--- src/rtl/fruit_launcher.sv ---
// fruit_launcher: NUM_FRUITS-slot projectile engine. Each slot is a tiny
// IDLE/FLYING FSM holding a signed position and velocity. A free-running
// Galois LFSR randomises launches. A spawn timer paces launch attempts.
// Slots retire on an accepted cut or when they leave the screen.
//
// Handshake: cut_valid/cut_idx form a single-cycle request with no back-pressure.
// A request is accepted only if it targets an in-range FLYING slot. Acceptance
// is reported by a one-cycle cut_ack pulse on the following edge.
// fruit_active mirrors the per-slot FSM state (1 = FLYING) and doubles as its
// debug view.
module fruit_launcher #(
  parameter int          NUM_FRUITS     = 4,
  parameter int          POS_W          = 10,
  parameter int          X_MAX          = 639,
  parameter int          Y_MAX          = 479,
  parameter int          GRAVITY        = 1,
  parameter int          LAUNCH_V       = 20,
  parameter int          SPAWN_INTERVAL = 60,
  parameter int          FRUIT_SIZE     = 4,
  parameter logic [15:0] LFSR_SEED      = 16'hACE1
) (
  input  logic                          frame_clk,
  input  logic                          Reset,
  input  logic                          enable,
  input  logic                          cut_valid,
  input  logic [2:0]                    cut_idx,
  output logic [NUM_FRUITS*POS_W-1:0]   fruit_x,
  output logic [NUM_FRUITS*POS_W-1:0]   fruit_y,
  output logic [NUM_FRUITS-1:0]         fruit_active,
  output logic [POS_W-1:0]              fruit_s,
  output logic                          cut_ack,
  output logic [NUM_FRUITS-1:0]         missed_mask,
  output logic [7:0]                    cut_count
);

  localparam int PW       = POS_W + 2;
  localparam int TW       = $clog2(SPAWN_INTERVAL + 1);
  localparam int HALF_INT = SPAWN_INTERVAL / 2;
  localparam logic signed [PW-1:0] X_LIM    = PW'(X_MAX);
  localparam logic signed [PW-1:0] Y_LIM    = PW'(Y_MAX);
  localparam logic signed [PW-1:0] POS_ZERO = '0;
  localparam logic signed [8:0]    GRAV9    = 9'(GRAVITY);
  localparam logic signed [8:0]    VMAX9    = 9'sd127;

  typedef enum logic {S_IDLE = 1'b0, S_FLYING = 1'b1} slot_state_e;

  slot_state_e          state_q [NUM_FRUITS];
  slot_state_e          state_d [NUM_FRUITS];
  logic signed [PW-1:0] x_q     [NUM_FRUITS];
  logic signed [PW-1:0] x_d     [NUM_FRUITS];
  logic signed [PW-1:0] y_q     [NUM_FRUITS];
  logic signed [PW-1:0] y_d     [NUM_FRUITS];
  logic signed [7:0]    vx_q    [NUM_FRUITS];
  logic signed [7:0]    vx_d    [NUM_FRUITS];
  logic signed [7:0]    vy_q    [NUM_FRUITS];
  logic signed [7:0]    vy_d    [NUM_FRUITS];
  logic signed [PW-1:0] nx      [NUM_FRUITS];
  logic signed [PW-1:0] ny      [NUM_FRUITS];
  logic signed [8:0]    vy_sum  [NUM_FRUITS];
  logic signed [7:0]    vy_next [NUM_FRUITS];

  logic [NUM_FRUITS-1:0] exit_hit, cut_hit, launch_hit;
  logic [NUM_FRUITS-1:0] missed_q, missed_d;
  logic [15:0]           lfsr_q, lfsr_d;
  logic [TW-1:0]         timer_q, timer_d, reload;
  logic [5:0]            quarter;
  logic                  launch_try, free_seen;
  logic [7:0]            count_q, count_d;
  logic                  ack_q, ack_d;
  logic signed [PW-1:0]  launch_x;
  logic signed [7:0]     launch_vx, launch_vy;

  // Galois LFSR, taps 0xB400; free-running every edge.
  assign lfsr_d = {1'b0, lfsr_q[15:1]} ^ (lfsr_q[0] ? 16'hB400 : 16'h0000);

  // Launch parameters drawn from the current LFSR value.
  assign launch_x  = PW'(64 + int'(lfsr_q[8:0]));
  assign launch_vx = 8'(int'(lfsr_q[11:9]) - 4);
  assign launch_vy = 8'(-(LAUNCH_V + int'(lfsr_q[14:12])));

  // Difficulty ramp: every four cuts shorten the interval by one frame, capped at half.
  assign quarter = count_q[7:2];
  assign reload  = (int'(quarter) < HALF_INT) ? TW'(SPAWN_INTERVAL - int'(quarter))
                                              : TW'(SPAWN_INTERVAL - HALF_INT);

  for (genvar g = 0; g < NUM_FRUITS; g++) begin : g_slot
    assign nx[g]       = x_q[g] + PW'(vx_q[g]);
    assign ny[g]       = y_q[g] + PW'(vy_q[g]);
    assign vy_sum[g]   = 9'(vy_q[g]) + GRAV9;
    assign vy_next[g]  = (vy_sum[g] > VMAX9) ? 8'sd127 : vy_sum[g][7:0];
    assign exit_hit[g] = ((ny[g] > Y_LIM) && (vy_q[g] > 8'sd0)) ||
                         (nx[g] < POS_ZERO) || (nx[g] > X_LIM);
    assign cut_hit[g]  = cut_valid && (cut_idx == 3'(g)) && (state_q[g] == S_FLYING);
    assign fruit_x[g*POS_W +: POS_W] = x_q[g][POS_W-1:0];
    assign fruit_y[g*POS_W +: POS_W] = y_q[g][POS_W-1:0];
    assign fruit_active[g]           = (state_q[g] == S_FLYING);
  end

  // Spawn timer: count down on enabled edges, attempt a launch and reload at zero.
  always_comb begin
    timer_d    = timer_q;
    launch_try = 1'b0;
    if (enable) begin
      if (timer_q == '0) begin
        launch_try = 1'b1;
        timer_d    = reload;
      end else begin
        timer_d = timer_q - TW'(1);
      end
    end
  end

  // Pick the lowest-index slot that is idle at the start of this cycle.
  always_comb begin
    launch_hit = '0;
    free_seen  = 1'b0;
    for (int i = 0; i < NUM_FRUITS; i++) begin
      if (!free_seen && state_q[i] == S_IDLE) begin
        launch_hit[i] = launch_try;
        free_seen     = 1'b1;
      end
    end
  end

  // Per-slot next state: cut beats exit; flying slots move only while enabled.
  always_comb begin
    missed_d = '0;
    for (int i = 0; i < NUM_FRUITS; i++) begin
      state_d[i] = state_q[i];
      x_d[i]     = x_q[i];
      y_d[i]     = y_q[i];
      vx_d[i]    = vx_q[i];
      vy_d[i]    = vy_q[i];
      if (cut_hit[i]) begin
        state_d[i] = S_IDLE;
        x_d[i] = '0; y_d[i] = '0; vx_d[i] = '0; vy_d[i] = '0;
      end else if (state_q[i] == S_FLYING && enable) begin
        if (exit_hit[i]) begin
          state_d[i]  = S_IDLE;
          missed_d[i] = 1'b1;
          x_d[i] = '0; y_d[i] = '0; vx_d[i] = '0; vy_d[i] = '0;
        end else begin
          x_d[i]  = nx[i];
          y_d[i]  = ny[i];
          vy_d[i] = vy_next[i];
        end
      end else if (launch_hit[i]) begin
        state_d[i] = S_FLYING;
        x_d[i]     = launch_x;
        y_d[i]     = Y_LIM;
        vx_d[i]    = launch_vx;
        vy_d[i]    = launch_vy;
      end
    end
  end

  // Cut acknowledge and saturating cut counter.
  always_comb begin
    ack_d   = |cut_hit;
    count_d = count_q;
    if (|cut_hit && count_q != 8'hFF) count_d = count_q + 8'd1;
  end

  // State registers with asynchronous clear.
  always_ff @(posedge frame_clk or posedge Reset) begin
    if (Reset) begin
      for (int i = 0; i < NUM_FRUITS; i++) begin
        state_q[i] <= S_IDLE;
        x_q[i]     <= '0;
        y_q[i]     <= '0;
        vx_q[i]    <= '0;
        vy_q[i]    <= '0;
      end
      lfsr_q   <= LFSR_SEED;
      timer_q  <= TW'(SPAWN_INTERVAL);
      count_q  <= '0;
      ack_q    <= 1'b0;
      missed_q <= '0;
    end else begin
      for (int i = 0; i < NUM_FRUITS; i++) begin
        state_q[i] <= state_d[i];
        x_q[i]     <= x_d[i];
        y_q[i]     <= y_d[i];
        vx_q[i]    <= vx_d[i];
        vy_q[i]    <= vy_d[i];
      end
      lfsr_q   <= lfsr_d;
      timer_q  <= timer_d;
      count_q  <= count_d;
      ack_q    <= ack_d;
      missed_q <= missed_d;
    end
  end

  assign cut_ack     = ack_q;
  assign missed_mask = missed_q;
  assign cut_count   = count_q;
  assign fruit_s     = POS_W'(FRUIT_SIZE);

endmodule

--- config.mk ---
export PLATFORM = sky130hd
export DESIGN_NAME = fruit_launcher
export DESIGN_NICKNAME = d
export VERILOG_FILES = /design/src/rtl/fruit_launcher.sv
export SDC_FILE = /design/constraint.sdc
export NUM_CORES = 1
export LEC_CHECK = 0
export ABC_CLOCK_PERIOD_IN_PS = 7850
export CAP_MARGIN = 10
export CORE_MARGIN = 8
export CORE_UTILIZATION = 44
export CTS_BUF_LIST = sky130_fd_sc_hd__clkbuf_2
export CTS_CLUSTER_DIAMETER = 30
export DETAILED_ROUTE_END_ITERATION = 12
export SKIP_LAST_GASP = 1
export SYNTH_ARGS = -nofsm -noshare
export SYNTH_HDL_FRONTEND = slang
export SYNTH_SLANG_ARGS = --single-unit
--- constraint.sdc ---
create_clock -name frame_clk -period 7.85 [get_ports frame_clk]
set_clock_uncertainty 0.15 [all_clocks]
set_input_delay 2.355 -clock frame_clk [delete_from_list [all_inputs] [get_ports frame_clk]]
set_output_delay 2.355 -clock frame_clk [all_outputs]
set_load 0.05 [all_outputs]
# Yosys cells after proc, flatten, opt, wreduce, memory -nomap -nowiden
# Cells that the tools add are included.
[word_totals] ff_bits=199 inputBits=7 out_inout_bits=107
[classes] addsub=19 magnitude_cmp=21 eq_ne=8 muxes=108 bitwise_logic=4 n_reduce_logical=41
[op_table] operator="2-to-1 mux 12 bit" count=32
[op_table] operator="2-to-1 mux 8 bit" count=36
[op_table] operator="adder 12 x 8 -> 12 bit" count=8
[op_table] operator="greater-than comparator 12 x 10 -> 1 bit (second input constant)" count=4
[op_table] operator="greater-than comparator 12 x 11 -> 1 bit (second input constant)" count=4
[op_table] operator="less-than comparator 12 x 1 -> 1 bit (second input constant)" count=4
[op_table] operator="2-to-1 mux 1 bit" count=37
[op_table] operator="adder 8 x 2 -> 9 bit (second input constant)" count=4
[op_table] operator="greater-than comparator 9 x 8 -> 1 bit (second input constant)" count=4
[op_table] operator="greater-than comparator 8 x 1 -> 1 bit (second input constant)" count=4
[op_table] operator="logical AND 1 bit" count=20
[op_table] operator="2-to-1 mux 16 bit" count=1
[op_table] operator="XOR 15 x 16 -> 16 bit" count=1
[op_table] operator="2-to-1 mux 6 bit" count=2
[op_table] operator="inequality test 3 bit (second input constant)" count=4
[op_table] operator="nonzero test 3 bit" count=4
[op_table] operator="adder 7 x 9 -> 10 bit (first input constant)" count=1
[op_table] operator="adder 8 x 1 -> 8 bit (second input constant)" count=1
[op_table] operator="logical OR 1 bit" count=8
[op_table] operator="inequality test 8 bit (second input constant)" count=1
[op_table] operator="negator 6 -> 8 bit" count=1
[op_table] operator="AND reduction 2 bit" count=4
[op_table] operator="adder 5 x 3 -> 6 bit (first input constant)" count=1
[op_table] operator="== test 3 x 2 -> 1 bit (second input constant)" count=2
[op_table] operator="10 further kinds" count=13

# Depth between registers and ports, before layout
# Gate-level depths: netlist of the first run.
[depth] ltp_word=12 depth_mapped=14 depth_no_buf=12

# Worst setup path before layout of the first run
# Ideal clock, no wire load.
[synth_path] kind="in2reg" start="input port cut_idx[2]" end="register count_q[7] (netlist: cut_count[7])" arrival_ns=4.000 slack_ns=3.620 cell_stages=8 n_path_buf=0 path_cell_list="nand2b_1 nor2_1 nand3_1 o211a_1 a41oi_1 nand4_1 nor3_1 xnor2_1"
[synth_between] elab_chain_cells=5 elab_cells_between_ends=14 classes_between="3 x eq/ne; 11 x reduce/logical"
[synth_rtl] element="from (decl)" line_no="26" text="input logic [2:0] cut_idx,"
[synth_rtl] element="== test 3 x 1 -> 1 bit (tied with other cells)" line_no="93" text="assign cut_hit[g] = cut_valid && (cut_idx == 3'(g)) && (state_q[g] == S_FLYING);"
[synth_rtl] element="logical AND 1 bit (2 in series)" line_no="93"
[synth_rtl] element="OR reduction 4 bit *" line_no="161" text="if (|cut_hit && count_q != 8'hFF) count_d = count_q + 8'd1;"
[synth_rtl] element="logical AND 1 bit *" line_no="161"
[synth_rtl] element="to (signal assigned)" line_no="189" text="count_q <= count_d;"
[synth_rtl] element="to (decl)" line_no="68" text="logic [7:0] count_q, count_d;"
# Mark *: on every way between the ends. The rest lies on a longest branch, timed or not.
# A chain may end at the register's enable or synchronous reset.

# Worst setup path after layout of the first run
[layout_path] start="register state_q, in the netlist fruit_active[1]" end="output port fruit_active[1]"
[layout_rtl] element="from (decl)" line_no="47" text="slot_state_e state_q [NUM_FRUITS];"
[layout_rtl] element="from (signal, indexed assignment)" line_no="181" text="state_q[i] <= state_d[i];"
[layout_rtl] element="to (decl)" line_no="29" text="output logic [NUM_FRUITS-1:0] fruit_active,"
# No word-level cell between the ends.

==> impl_metrics.tcl, run 1 <==
set metrics [dict create \
    antenna_found_initial 2 \
    crit_start "fruit_active[1]$_DFFE_PP0P_" \
    drtPass1Iterations 5 \
    wl_mm 36.3 \
    status "completed" \
    max_stage_delay_ps 940 \
    final_nets 1620 \
    synth_seq_cells 179 \
    rsz0062_at_grt "no" \
    cts_buffer_depth 2 \
    slew_violations 0 \
    grt_pass1_wl_mm 58.6 \
    cts.sinks 179 \
    fin_area_um2 14400 \
    hold_path.class "reg -> reg" \
    p_int_mw 1.70 \
    num-fill-cells 2912 \
    cts_resized 0 \
    vias 11300 \
    synth_top_family_by_area "compound AO/OA/AOI/OAI gates" \
    clk_pin_slew_worst_paths_ps 320 \
    cp_slowest_cell "clkdlybuf4s50_1" \
    critPathLaunchType "flip-flop" \
    hold_buffers 0 \
    synthAdderAreaFrac_pct 11.2 \
    synth_area_per_cell_um2 8.91 \
    drv_cap 0 \
    grt_max_degree 66 \
    gr-total-overflow 0 \
    arrival_ps 2460 \
    cts_setup_buffers 0 \
    wire_per_inst_um 19.0 \
    synth_compound_area_share_pct 24.8 \
    p_leak_nw 6.52 \
    ys_seq_area_share_pct 33.6 \
    worstSetupPathType "reg -> out" \
    crit_family "buffers and inverters" \
    multi_input_area_um2 7830 \
    grt_pass1_vias 11000 \
    clkPwrFrac_pct 17.2 \
    insertion_delay_ps 830 \
    hold_violations 0 \
    num_rows 64 \
    netSwitchingPower_mw 1.36 \
    layout_common_cells "167 x dfrtp_1, 134 x o21ai_0, 107 x ha_1" \
    async_reset_ff_share_pct 100 \
    synthMuxAreaShare_pct 0.308 \
    cts-root-buf "clkbuf_2" \
    layout_commonest_cell "dfrtp_1" \
    vias_per_cell 5.93 \
    numPortBuffers 103 \
    num_io_pins 114 \
    yosys_warnings 0 \
    hp-start "lfsr_q[15]$_DFF_PP1_" \
    crit_fanout 12 \
    switching_share_pct 44.5 \
    die_w_um 190 \
    period_needed_ps 4970 \
    synth_area_um2 13400 \
    peakVddDrop_uv 157 \
    seq_power_share_pct 39.2 \
    start_util_pct 44.2 \
    worstPathCellList "clkdlybuf4s50_1" \
    cellPowerDensity_nw_per_um2 212 \
    cts.htree.levels 4 \
    max_slew_margin_pct 15.7 \
    critPathCaptureType "output port" \
    cts_tree "done" \
    synth-simple-area-share_pct 15.9 \
    final-seq-area_um2 4490 \
    r2r_start "vy_q[24]$_DFFE_PP0P_" \
    setup_viol 0 \
    die_h_um 190 \
    power_frac_comb_pct 43.6 \
    synthXorXnorAreaFrac_pct 5.82 \
    gp_congestion 0.890 \
    finalPower_mw 3.06 \
    place_area_um2 14200 \
    yosys_most_used_dff "dfrtp_1" \
    synth-edff-count 0 \
    crit_required_ps 5350 \
    path_buf_inv 1 \
    grt_use_total_pct 19.9 \
    core_area_um2 30300 \
    tightest_slew_ps 1260 \
    max_freq_mhz 201 \
    syn_inst 1503 \
    drive_gt1_share_pct 6.68 \
    dp.final_hpwl_mm 26.0 \
    finalCritPeriodShare_pct 63.3 \
    synth_cell_types 90 \
    timing.setup.tns_ps 0 \
    numCtsBuffers 17 \
    first_iter_violations 708 \
    die_area_um2 36300 \
    syn2layout_area_growth_pct 7.63 \
    ant_nets 0 \
    drc 0 \
]
-- synthesized netlist by cell type (24+ instances only) --
library cell | instances | area, um^2
dfrtp_1 | 167 | 4180
o21ai_0 | 134 | 671
ha_1 | 107 | 1340
a21oi_1 | 99 | 495
nand2_1 | 94 | 353
buf_4 | 90 | 676
nor2_1 | 85 | 319
inv_1 | 59 | 221
nand3_1 | 52 | 260
clkbuf_1 | 50 | 188
xor2_1 | 46 | 403
xnor2_1 | 43 | 377
and3_1 | 36 | 225
a21o_1 | 31 | 233
nor3_1 | 29 | 145
a22oi_1 | 24 | 180
-- per-layer routing --
layer	wire, um	vias up	track usage, %	share of wire (%)
met1	16800	5557	26.4	46
met2	16800	263	32.1	46
met3	1920	54	3.90	5.3
met4	838	2	6.98	2.3
li1	-	5456	-	-
met5	11	-	0	0.030
-- registers in the layout, summed over array words and instances, names as in the netlist --
register      count
fruit_x          40
cut_count         8
fruit_active      4
vx_q             12
timer_q           6
fruit_y          40
cut_ack           1
vy_q             32
y_q               8
lfsr_q           16
missed_mask       4
x_q               8
-- power groups by stage --
stage | Sequential, mW | Combinational (mW) | Clock (mW)
after global routing | 1.22 | 1.46 | 0.576
after floorplan | 1.18 | 1.13 | 0
after global placement | 1.21 | 1.31 | 0
after CTS | 1.20 | 1.33 | 0.543
final | 1.20 | 1.33 | 0.526
after detailed placement | 1.21 | 1.33 | 0
-- final cells by class --
type,instances,area share (%)
Multi-Input combinational cell,1128,54.4
Sequential cell,179,31.2
Timing Repair Buffer,113,7.68
Tap cell,396,3.44
Inverter,59,1.59
Clock inverter,15,1.09
Clock buffer,17,0.591
Antenna cell,3,0.0521
-- kinds of logic (layout without fill, tap and decap cells) --
logic type,after synthesis,in the layout
flip-flops,179,179
other,2,13
AND/OR/NAND/NOR,411,411
buffers and inverters,204,204
XOR/XNOR,89,89
multiplexers,4,4
adder cells (fa/ha/maj),115,115
AO/OA/AOI/OAI,499,499
-- worst paths after layout --
kind / end / slack (ps) / depth (start not counted)
min in group asynchronous: fruit_x[16]$_DFFE_PP0P_ / 1760 / 2
worst max register to register: vx_q[25]$_DFFE_PP0P_ / 3640 / 11
max in group asynchronous: vx_q[1]$_DFFE_PP0P_ / 4550 / 3
worst min-delay path: lfsr_q[14]$_DFF_PP0_ / 260 / 0
worst min register to register: lfsr_q[14]$_DFF_PP0_ / 260 / 0
worst max-delay path: fruit_active[1] / 2880 / 1
-- metrics by stage --
| step | std cells | setup slack (ps) | utilization, % | hold WS (ps) |
|---|---|---|---|---|
| finish | 1910 | 2880 | 47.6 | 261 |
| floorplan | 1511 | 506 | - | 203 |
| CTS | 1907 | 2810 | 47.6 | 261 |
| global route | 1909 | 2720 | 47.6 | 266 |
| global placement | 1875 | 2620 | 46.8 | 219 |
| detailed placement | 1875 | 2510 | 46.8 | 224 |
(Power assumes the default switching activity.)
==> run 2: changes to the inputs <==
--- a/config.mk
+++ b/config.mk
@@ -5,13 +5,14 @@
 export SDC_FILE = /design/constraint.sdc
 export NUM_CORES = 1
 export LEC_CHECK = 0
-export ABC_CLOCK_PERIOD_IN_PS = 7850
+export ABC_CLOCK_PERIOD_IN_PS = 4300
 export CAP_MARGIN = 10
 export CORE_MARGIN = 8
 export CORE_UTILIZATION = 44
 export CTS_BUF_LIST = sky130_fd_sc_hd__clkbuf_2
 export CTS_CLUSTER_DIAMETER = 30
 export DETAILED_ROUTE_END_ITERATION = 12
+export PLACE_DENSITY = 0.66
 export SKIP_LAST_GASP = 1
 export SYNTH_ARGS = -nofsm -noshare
 export SYNTH_HDL_FRONTEND = slang
==> constraint.sdc (replaced) <==
create_clock -name frame_clk -period 4.3 [get_ports frame_clk]
set_clock_uncertainty 0.15 [all_clocks]
set_input_delay 1.29 -clock frame_clk [delete_from_list [all_inputs] [get_ports frame_clk]]
set_output_delay 1.29 -clock frame_clk [all_outputs]
set_load 0.05 [all_outputs]
==> run 2 against run 1 <==
Compared with the run above:
- critical path depth rose by 11
- core utilization is 0.52 points higher
- total power up 84%
- die area unchanged
- combinational power rose by 84%
- flip-flop and latch count is the same
- clock power increased by 88%
==> impl_metrics.tcl, run 2 (synthesis results as in run 1) <==
set metrics [dict create \
    clk_pin_slew_worst_paths_ps 320 \
    start_util_pct 44.2 \
    final-seq-area_um2 4490 \
    numCtsBuffers 17 \
    wire_per_inst_um 18.5 \
    max_slew_margin_pct 29.9 \
    crit_fanout 17 \
    die_w_um 190 \
    grt_pass1_vias 11000 \
    syn2layout_area_growth_pct 8.80 \
    drc 0 \
    cts.sinks 179 \
    tightest_slew_ps 1040 \
    setup_viol 0 \
    p_leak_nw 6.61 \
    num_io_pins 114 \
    layout_common_cells "167 x dfrtp_1, 134 x o21ai_0, 107 x ha_1" \
    status "completed" \
    die_h_um 190 \
    core_area_um2 30300 \
    gr-total-overflow 0 \
    layout_commonest_cell "dfrtp_1" \
    finalCritPeriodShare_pct 93.7 \
    cts_setup_buffers 0 \
    final_nets 1633 \
    multi_input_area_um2 7830 \
    cts_tree "done" \
    hold_buffers 0 \
    num_rows 64 \
    critPathLaunchType "flip-flop" \
    cellPowerDensity_nw_per_um2 386 \
    netSwitchingPower_mw 2.49 \
    drtPass1Iterations 5 \
    slew_violations 0 \
    wl_mm 35.6 \
    cts-root-buf "clkbuf_2" \
    hold_violations 0 \
    seq_power_share_pct 38.7 \
    critPathCaptureType "flip-flop" \
    peakVddDrop_uv 258 \
    ant_nets 0 \
    switching_share_pct 44.3 \
    insertion_delay_ps 840 \
    worstSetupPathType "reg -> reg" \
    antenna_found_initial 3 \
    arrival_ps 4690 \
    hold_path.class "reg -> reg" \
    vias_per_cell 5.92 \
    dp.final_hpwl_mm 26.3 \
    vias 11400 \
    drv_cap 0 \
    cts.htree.levels 4 \
    power_frac_comb_pct 43.7 \
    grt_pass1_wl_mm 57.6 \
    period_needed_ps 4030 \
    clkPwrFrac_pct 17.6 \
    grt_use_total_pct 19.4 \
    fin_util_pct 48.1 \
    max_freq_mhz 248 \
    rsz0062_at_grt "no" \
    cts_resized 0 \
    gp_congestion 0.871 \
    p_int_mw 3.13 \
    numPortBuffers 103 \
    finalPower_mw 5.62 \
    drive_gt1_share_pct 7.48 \
    grt_max_degree 57 \
    cts_buffer_depth 2 \
    num-fill-cells 2885 \
    die_area_um2 36300 \
    timing.setup.tns_ps 0 \
    crit_required_ps 4960 \
    first_iter_violations 924 \
]
## run 2: final timing paths
check / from / endpoint / slack (ps) / depth (start not counted)
min in group asynchronous: Reset / fruit_y[21]$_DFFE_PP0P_ / 680 / 2
max: fruit_x[20]$_DFFE_PP0P_ / vx_q[8]$_DFFE_PP0P_ / 270 / 12
min reg2reg: lfsr_q[7]$_DFF_PP1_ / lfsr_q[6]$_DFF_PP1_ / 260 / 0
max in group asynchronous: Reset / vy_q[5]$_DFFE_PP0P_ / 2570 / 3
max reg2reg: fruit_x[20]$_DFFE_PP0P_ / vx_q[8]$_DFFE_PP0P_ / 270 / 12
min: lfsr_q[7]$_DFF_PP1_ / lfsr_q[6]$_DFF_PP1_ / 260 / 0
## run 2: worst max-delay path, cell delays in order, from the launching register on
cell and delay (ps):
dfrtp_1 490, ha_1 260, fa_1 430, a211oi_1 240, nor2_1 100, o311ai_0 440, mux2i_1 240, nand4_1 110
nor3_1 480, nand3b_2 460, buf_4 330, nand2_1 130, a22o_1 140
## run 2: per-layer routing
| layer | routed length (um) | part of all wire [%] | GRT usage [%] |
|---|---|---|---|
| met4 | 632 | 1.8 | 5.70 |
| met3 | 1940 | 5.5 | 3.51 |
| met5 | 26 | 0.073 | 0 |
| met1 | 16300 | 46 | 25.6 |
| met2 | 16700 | 47 | 32.1 |
## run 2: cell type report
| class | instances | share of cell area, % |
|---|---|---|
| Timing Repair Buffer | 126 | 8.52 |
| Inverter | 59 | 1.55 |
| Multi-Input combinational cell | 1128 | 53.7 |
| Antenna cell | 1 | 0.0172 |
| Clock inverter | 15 | 1.33 |
| Sequential cell | 179 | 30.9 |
| Clock buffer | 17 | 0.584 |
| Tap cell | 396 | 3.40 |
## run 2: power groups by stage
stage,clock (mW),combinational [mW],sequential (mW)
after floorplan,0,2.06,2.15
after global placement,0,2.40,2.20
after detailed placement,0,2.45,2.20
after CTS,1.03,2.45,2.18
after global routing,1.09,2.71,2.22
final,0.991,2.45,2.18
## run 2: per-stage QoR
stage | hold WS, ps | worst slack, ps | instances | area, um^2
detailed placement | 226 | 346 | 1888 | 14300
finish | 259 | 269 | 1921 | 14600
global route | 265 | 75.4 | 1921 | 14600
floorplan | 203 | 575 | 1511 | 13400
global placement | 221 | 347 | 1888 | 14300
CTS | 255 | 292 | 1920 | 14600
==> run 3: changes to the inputs <==
--- a/config.mk
+++ b/config.mk
@@ -8,11 +8,11 @@
 export ABC_CLOCK_PERIOD_IN_PS = 4300
 export CAP_MARGIN = 10
 export CORE_MARGIN = 8
-export CORE_UTILIZATION = 44
+export CORE_UTILIZATION = 55
 export CTS_BUF_LIST = sky130_fd_sc_hd__clkbuf_2
 export CTS_CLUSTER_DIAMETER = 30
 export DETAILED_ROUTE_END_ITERATION = 12
-export PLACE_DENSITY = 0.66
+export PLACE_DENSITY = 0.79
 export SKIP_LAST_GASP = 1
 export SYNTH_ARGS = -nofsm -noshare
 export SYNTH_HDL_FRONTEND = slang
==> run 3 against run 2 <==
Compared with the run above:
- total power up 1.2%
- global-route usage rose by 4.1 points
- final area fell by 0.63%
- via count is 2.2% higher
- critical path type unchanged
- critical endpoint is now fruit_y[17]$_DFFE_PP0P_
==> impl_metrics.tcl, run 3 (synthesis results as in run 1) <==
set metrics [dict create \
    worstSetupPathType "reg -> reg" \
    place_area_um2 14200 \
    cts.sinks 179 \
    clkPwrFrac_pct 18.5 \
    crit_family "compound AO/OA/AOI/OAI gates" \
    switching_share_pct 41.9 \
    cts_resized 0 \
    regToRegSetupSlack_ps 340 \
    core_area_um2 24100 \
    gr-total-overflow 0 \
    die_h_um 172 \
    die_area_um2 29600 \
    drive_gt1_share_pct 7.22 \
    final_nets 1632 \
    netSwitchingPower_mw 2.38 \
    num_rows 57 \
    setup_slack_ps 336 \
    wire_per_inst_um 18.8 \
    drv_cap 0 \
    crit_required_ps 4810 \
    cts_setup_buffers 0 \
    vias 11600 \
    max_freq_mhz 252 \
    numCtsBuffers 17 \
    critPathLaunchType "flip-flop" \
    syn2layout_area_growth_pct 8.11 \
    slew_violations 0 \
    wl_mm 34.7 \
    rsz0062_at_grt "no" \
    clk_pin_slew_worst_paths_ps 250 \
    hold_path.class "reg -> reg" \
    num_io_pins 114 \
    place_ws_ps 300 \
    arrival_ps 4470 \
    drc 0 \
    die_w_um 172 \
    worstPathCellList "ha_1 -> fa_1 -> a211o_1 -> a21oi_1 -> o21ai_0 -> or3b_2 -> nand4b_1 -> a211o_1 -> nor3_4 -> and2_1 -> a221o_1" \
    finalCritPeriodShare_pct 92.2 \
    hold_violations 0 \
    cp_slowest_cell "dfrtp_1" \
    crit_path_end "fruit_y[17]$_DFFE_PP0P_" \
    hold_buffers 0 \
    fin_hold_ws_ps 248 \
    grt_use_total_pct 23.6 \
    status "completed" \
    cts-root-buf "clkbuf_2" \
    multi_input_area_um2 7830 \
    peakVddDrop_uv 334 \
    gp_congestion 0.924 \
    r2r_end "fruit_y[17]$_DFFE_PP0P_" \
    crit_top_cell "a211o_1" \
    timing.setup.tns_ps 0 \
    crit_start "fruit_x[10]$_DFFE_PP0P_" \
    grt_max_degree 99 \
    fin_area_um2 14500 \
    setup_viol 0 \
    cts.htree.levels 4 \
    period_needed_ps 3960 \
    numPortBuffers 103 \
    crit_fanout 12 \
    p_leak_nw 6.60 \
    max_slew_margin_pct 20.6 \
    power_frac_comb_pct 43.2 \
    dp.final_hpwl_mm 25.2 \
    p_int_mw 3.30 \
    layout_commonest_cell "dfrtp_1" \
    first_iter_violations 1132 \
    r2r_start "fruit_x[10]$_DFFE_PP0P_" \
    reg2regPathDepth 11 \
    critPathCaptureType "flip-flop" \
    grt_pass1_wl_mm 56.5 \
    antenna_found_initial 1 \
    cellPowerDensity_nw_per_um2 393 \
    seq_power_share_pct 38.3 \
    vias_per_cell 6.29 \
    start_util_pct 55.5 \
    tightest_slew_ps 1190 \
    insertion_delay_ps 770 \
    num-fill-cells 2094 \
    cts_buffer_depth 2 \
    max_stage_delay_ps 520 \
    layout_common_cells "167 x dfrtp_1, 134 x o21ai_0, 107 x ha_1" \
    drtPass1Iterations 8 \
    ant_nets 0 \
    grt_pass1_vias 11200 \
    cp_num_cells 11 \
    cts_tree "done" \
    final-seq-area_um2 4490 \
    path_buf_inv 0 \
]
[run 3: cell count changes in the layout (fill, tap and decap cells not counted)]
cell	delta
inv_6	-1
clkinv_8	-4
clkinv_4	+1
clkinv_1	+3
inv_8	-6
clkinv_2	+1
clkinvlp_4	+2
buf_12	-1
bufinv_16	+4
[run 3: worst min path at each step]
| stage | start | end | cells past startpoint |
|---|---|---|---|
| floorplan | lfsr_q[0]$_DFF_PP1_ | lfsr_q[15]$_DFF_PP1_ | 0 |
| global placement | lfsr_q[7]$_DFF_PP1_ | lfsr_q[6]$_DFF_PP1_ | 0 |
| detailed placement | lfsr_q[7]$_DFF_PP1_ | lfsr_q[6]$_DFF_PP1_ | 0 |
| CTS | lfsr_q[7]$_DFF_PP1_ | lfsr_q[6]$_DFF_PP1_ | 0 |
| global route | lfsr_q[7]$_DFF_PP1_ | lfsr_q[6]$_DFF_PP1_ | 0 |
| finish | lfsr_q[7]$_DFF_PP1_ | lfsr_q[6]$_DFF_PP1_ | 0 |
[run 3: power groups by stage]
| stage | Sequential [mW] | Clock, mW | Combinational, mW |
|---|---|---|---|
| finish | 2.18 | 1.05 | 2.46 |
| global route | 2.21 | 1.13 | 2.72 |
| CTS | 2.17 | 1.07 | 2.46 |
| detailed placement | 2.20 | 0 | 2.44 |
| global placement | 2.19 | 0 | 2.39 |
| floorplan | 2.15 | 0 | 2.06 |
[run 3: per-stage QoR]
step           power (mW)  util, %  std cells
2_1_floorplan        4.22        -       1511
3_3_place_gp         4.58     58.8       1815
3_5_place_dp         4.64     58.8       1815
4_1_cts              5.70     60.0       1847
5_1_grt              6.06     60.0       1848
6_report             5.69     60.0       1848
[run 3: area by class of cell]
type	instances	area share, %
diodes	1	0.0173
clock buffers	17	0.588
well taps	324	2.80
inverters	59	1.56
clock inverters	15	1.47
flip-flops and latches	179	31.1
multi-input cells	1128	54.1
repair buffers	125	8.44
[run 3: routing by layer]
layer  wire length [um]  global-route usage, %  vias up
met5                  0                      0        -
met3               2210                   4.13       57
li1                   -                      -     5487
met2              16900                   39.4      405
met4                710                   7.80        0
met1              14900                   30.5     5677
